`config.mk`:
```
export PLATFORM = sky130hd
export DESIGN_NAME = gray_counter_n
export DESIGN_NICKNAME = d
export VERILOG_FILES = /design/src/rtl/gray_pkg.sv /design/src/rtl/gray_encode.sv /design/src/rtl/gray_counter_n.sv
export SDC_FILE = /design/constraint.sdc
export NUM_CORES = 1
export LEC_CHECK = 0
export ABC_AREA = 1
export BUFFER_PORTS_ARGS = -buffer_cell sky130_fd_sc_hd__buf_2
export CORE_AREA = 2 2 39 41
export CTS_CLUSTER_SIZE = 8
export DETAILED_ROUTE_END_ITERATION = 12
export DIE_AREA = 0 0 41 43
export PLACE_DENSITY = 0.66
export REMOVE_ABC_BUFFERS = 1
export SYNTH_ARGS = -nofsm -noshare
export SYNTH_HDL_FRONTEND = slang
export SYNTH_SLANG_ARGS = --single-unit
```
`constraint.sdc`:
```
create_clock -name Clk -period 4.2 [get_ports Clk]
set_input_delay 1.05 -clock Clk [delete_from_list [all_inputs] [get_ports Clk]]
set_output_delay 1.05 -clock Clk [all_outputs]
set_load 0.05 [all_outputs]
```
`src/rtl/gray_pkg.sv`:
```
// Shared helpers for Gray-code counters: width limits, end value and code conversion.
package gray_pkg;

  localparam int MAX_WIDTH = 16;

  // Largest count representable in 'width' bits, returned zero-extended to MAX_WIDTH.
  function automatic logic [MAX_WIDTH-1:0] max_count(input int width);
    return MAX_WIDTH'((33'd1 << width) - 33'd1);
  endfunction

  function automatic logic [MAX_WIDTH-1:0] bin2gray(input logic [MAX_WIDTH-1:0] b);
    return b ^ (b >> 1);
  endfunction

  // Prefix-XOR from the MSB down; zero-extended inputs decode correctly.
  function automatic logic [MAX_WIDTH-1:0] gray2bin(input logic [MAX_WIDTH-1:0] g);
    logic [MAX_WIDTH-1:0] b;
    b[MAX_WIDTH-1] = g[MAX_WIDTH-1];
    for (int i = MAX_WIDTH - 2; i >= 0; i--) begin
      b[i] = b[i+1] ^ g[i];
    end
    return b;
  endfunction

endpackage

```
`src/rtl/gray_encode.sv`:
```
// Combinational binary-to-Gray stage placed in front of the Gray output register.
module gray_encode #(
  parameter int WIDTH = 3
) (
  input  logic [WIDTH-1:0] bin,
  output logic [WIDTH-1:0] gray
);

  assign gray[WIDTH-1] = bin[WIDTH-1];

  generate
    for (genvar gi = 0; gi < WIDTH - 1; gi++) begin : g_bit
      assign gray[gi] = bin[gi] ^ bin[gi+1];
    end
  endgenerate

endmodule

```
`src/rtl/gray_counter_n.sv`:
```
// Up/down Gray-code counter with load, wrap or saturate ends, sticky flags and terminal-count pulse.
module gray_counter_n
  import gray_pkg::*;
#(
  parameter int WIDTH = 3,
  parameter bit WRAP  = 1'b1
) (
  input  logic             Clk,
  input  logic             Reset_n,
  input  logic             Clr,
  input  logic             En,
  input  logic             Dir,
  input  logic             Load,
  input  logic [WIDTH-1:0] LoadVal,
  input  logic             FlagClr,
  output logic [WIDTH-1:0] Output,
  output logic [WIDTH-1:0] Bin,
  output logic             Overflow,
  output logic             Underflow,
  output logic             Tc
);

  localparam logic [WIDTH-1:0] MAX  = WIDTH'(max_count(WIDTH));
  localparam logic [WIDTH-1:0] ZERO = '0;
  localparam logic [WIDTH-1:0] ONE  = WIDTH'(1);

  logic [WIDTH-1:0] bin_reg, bin_next;
  logic [WIDTH-1:0] gray_reg, gray_next;
  logic             ovf_reg, ovf_next;
  logic             udf_reg, udf_next;
  logic             tc_reg, tc_next;

  always_comb begin
    bin_next = bin_reg;
    ovf_next = ovf_reg;
    udf_next = udf_reg;
    tc_next  = 1'b0;
    if (Clr) begin
      bin_next = ZERO;
      ovf_next = 1'b0;
      udf_next = 1'b0;
    end else begin
      if (FlagClr) begin
        ovf_next = 1'b0;
        udf_next = 1'b0;
      end
      if (Load) begin
        bin_next = LoadVal;
      end else if (En) begin
        // End-value events are applied after FlagClr so a coincident event wins.
        if (Dir) begin
          if (bin_reg == MAX) begin
            bin_next = WRAP ? ZERO : MAX;
            ovf_next = 1'b1;
            tc_next  = 1'b1;
          end else begin
            bin_next = bin_reg + ONE;
          end
        end else begin
          if (bin_reg == ZERO) begin
            bin_next = WRAP ? MAX : ZERO;
            udf_next = 1'b1;
            tc_next  = 1'b1;
          end else begin
            bin_next = bin_reg - ONE;
          end
        end
      end
    end
  end

  gray_encode #(.WIDTH(WIDTH)) u_encode (
    .bin  (bin_next),
    .gray (gray_next)
  );

  always_ff @(posedge Clk or negedge Reset_n) begin
    if (!Reset_n) begin
      bin_reg  <= '0;
      gray_reg <= '0;
      ovf_reg  <= 1'b0;
      udf_reg  <= 1'b0;
      tc_reg   <= 1'b0;
    end else begin
      bin_reg  <= bin_next;
      gray_reg <= gray_next;
      ovf_reg  <= ovf_next;
      udf_reg  <= udf_next;
      tc_reg   <= tc_next;
    end
  end

  assign Output    = gray_reg;
  assign Bin       = bin_reg;
  assign Overflow  = ovf_reg;
  assign Underflow = udf_reg;
  assign Tc        = tc_reg;

endmodule

```
==> impl_metrics.yaml <==
clocking:
  cts_max_level: 1
  tritoncts: "yes"
  cts.sinks: 8
  cts_resized: 0
  cts_setup_buffers: 0
  hold_buffers: 0
  clk_latency_ns: 0.25
  clock-root-buffer: "clkbuf_4"
  cts-buffers-inserted: 3
  clk_pin_slew_ns: 0.06
  cts.path.max_buffers: 2
timing:
  timing.final.crit_share_pct: 49.0
  setup_viol: 0
  fin_hold_ws_ns: 0.527
  relSlewSlack_pct: 83.4
  skew_ns: 0.00511
  min_period_ns: 2.06
  hold_viol: 0
  drv_slew: 0
  fin_ws_ns: 2.14
  rsz0062_at_grt: "false"
  tightest_slew_ns: 0.251
  finalSetupTns_ns: 0
  max_clock_freq_mhz: 486
hold_path:
  hp-class: "reg2reg"
  hold_depth: 2
  hold_start: "Overflow"
  min_to: "Overflow"
cells_and_area:
  fin_area_um2: 657
  diodes: 0
  drive_above_1_share_pct: 36.7
  n_fill_cell: 147
  layout_common_cells: "18 x nand2_1, 18 x buf_2, 8 x dfrtp_1, 8 x inv_1, 6 x nor2_1"
  area_growth_pct: 23.5
  nets: 106
route:
  dr.first_iter.drc_count: 3
  finalWirelength_um: 1040
  vias: 485
  drtAntennaViolNets: 0
  firstDrtPassIters: 2
  wl_per_cell_um: 9.80
  drt-vias-per-instance: 4.58
  drcViolationCount: 0
job:
  maxCapViolCount: 0
setup_path:
  worst_path_max_delay_cell: "dfrtp_1"
  path_cells: "buf_2"
  worstReg2RegEnd: "Output[0]"
  crit_arrival_ns: 1.01
  reg2reg_slack_ns: 2.74
  crit_family: "flip-flops"
  worst-r2r-cell-count: 10
  critPathLaunch: "Bin[2]"
  cp-end-kind: "output port"
  reg2reg_from: "Bin[1]"
  slowest_delay_ns: 0.45
  cp-start-kind: "flip-flop"
  path_buf_inv: 1
  critical_path_class: "reg2out"
  cp_max_fo: 6
  crit_required_ns: 3.15
die:
  num_rows: 14
  ioPinCount: 19
  fp.coreArea_mm2: 0.00138
  die-area_mm2: 0.00176
  start_util_pct: 38.4
  die_h_um: 43
  die_x_um: 41
logic_synthesis:
  synth-seq-cells: 8
  synth_cell_type_count: 18
  yosysWarnings: 0
  synthCells: 70
  syn-cell-area_um2: 532
  yosysSeqAreaShare_pct: 37.6
  avgSynthCellArea_um2: 7.60
power_and_ir_drop:
  p_total_mw: 0.213
  ir_worst_vdd_v: 0.000116
  leakagePower_nw: 0.385
  p_per_area_mw_per_mm2: 324
global_routing:
  grt_pass1_vias: 457
  grt-ovfl-total: 0
  grt_usage_pct: 15.6
  antenna_found_initial: 0
  grt_pass1_wl_um: 1790
  grt_max_degree: 9
placed_design:
  gp_congestion: 0.736
  placed_area_um2: 634
  port_buffers: 18
  dpl_worst_slack_ns: 2.35
  dp_hpwl_um: 875
outcome:
  status: "finished clean"
[worst max path at each step]
stage	slack (ns)	cells past startpoint	to
global route	2.08	1	Output[2]
detailed placement	2.35	9	Output[0]
floorplan	2.19	0	Bin[2]
finish	2.14	1	Output[2]
CTS	2.13	1	Output[2]
global placement	2.36	9	Output[1]
[kinds of logic after synthesis]
| logic type | share of synthesized area [%] |
|---|---|
| compound gates | 11.5 |
| fa+ha+maj | 9.41 |
| buf+inv | 9.88 |
| flops | 37.6 |
| simple gates | 31.5 |
[report_power, final]
part | internal (mW) | leakage, nW | switching (mW)
logic | 0.0200 | 0.266 | 0.0487
clock network | 0.0327 | 0.0138 | 0.0256
registers | 0.0823 | 0.105 | 0.00377
[cell usage after synthesis]
library cell,count,area [µm²]
nand2_1,18,67.6
dfrtp_1,8,200
inv_1,8,30.0
nor2_1,6,22.5
nand3_1,5,25.0
ha_1,4,50.1
inv_2,4,15.0
a21oi_1,3,15.0
nand2_2,2,12.5
nor2_2,2,12.5
nor3_1,2,10.0
o21ai_1,2,10.0
a21boi_4,1,18.8
a21oi_2,1,8.76
buf_4,1,7.51
nand4_1,1,6.26
nor2_4,1,11.3
o21ai_2,1,8.76
[area by class of cell]
type | instances | area [µm²] | area share (%)
multi-input combinational | 49 | 279 | 42.5
sequential | 8 | 200 | 30.5
timing repair buffer | 18 | 90.1 | 13.7
inverter | 12 | 45.0 | 6.86
clock buffer | 3 | 22.5 | 3.43
tap | 16 | 20.0 | 3.05
[worst reg2reg max path, cell delays in order (launching register included)]
cell and delay [ns]:
dfrtp_1 0.42, ha_1 0.20, ha_1 0.18, nand2_2 0.08
nand2_1 0.06, nor2_2 0.09, nand2_2 0.08, nand2_1 0.06
nand2_1 0.06, nand2_1 0.07, nand2_1 0.05
[state kept, by name (all words and copies together), names as in the netlist]
register / cells
Underflow: 1
Tc: 1
Bin: 3
Overflow: 1
Output: 2
[routing by layer]
metal | wire length [µm] | track usage, % | vias up
li1 | - | - | 261
met2 | 542 | 25.0 | 13
met3 | 49 | 6.28 | 2
met5 | 0 | 0 | -
met1 | 434 | 16.4 | 209
met4 | 12 | 8.00 | 0
[stage by stage]
step	cells	utilization (%)
after global routing	106	47.5
final	106	47.5
after CTS	106	47.5
after detailed placement	103	45.8
after global placement	103	45.8
after floorplan	69	-
Note: power is estimated with default switching activity, not from simulation.
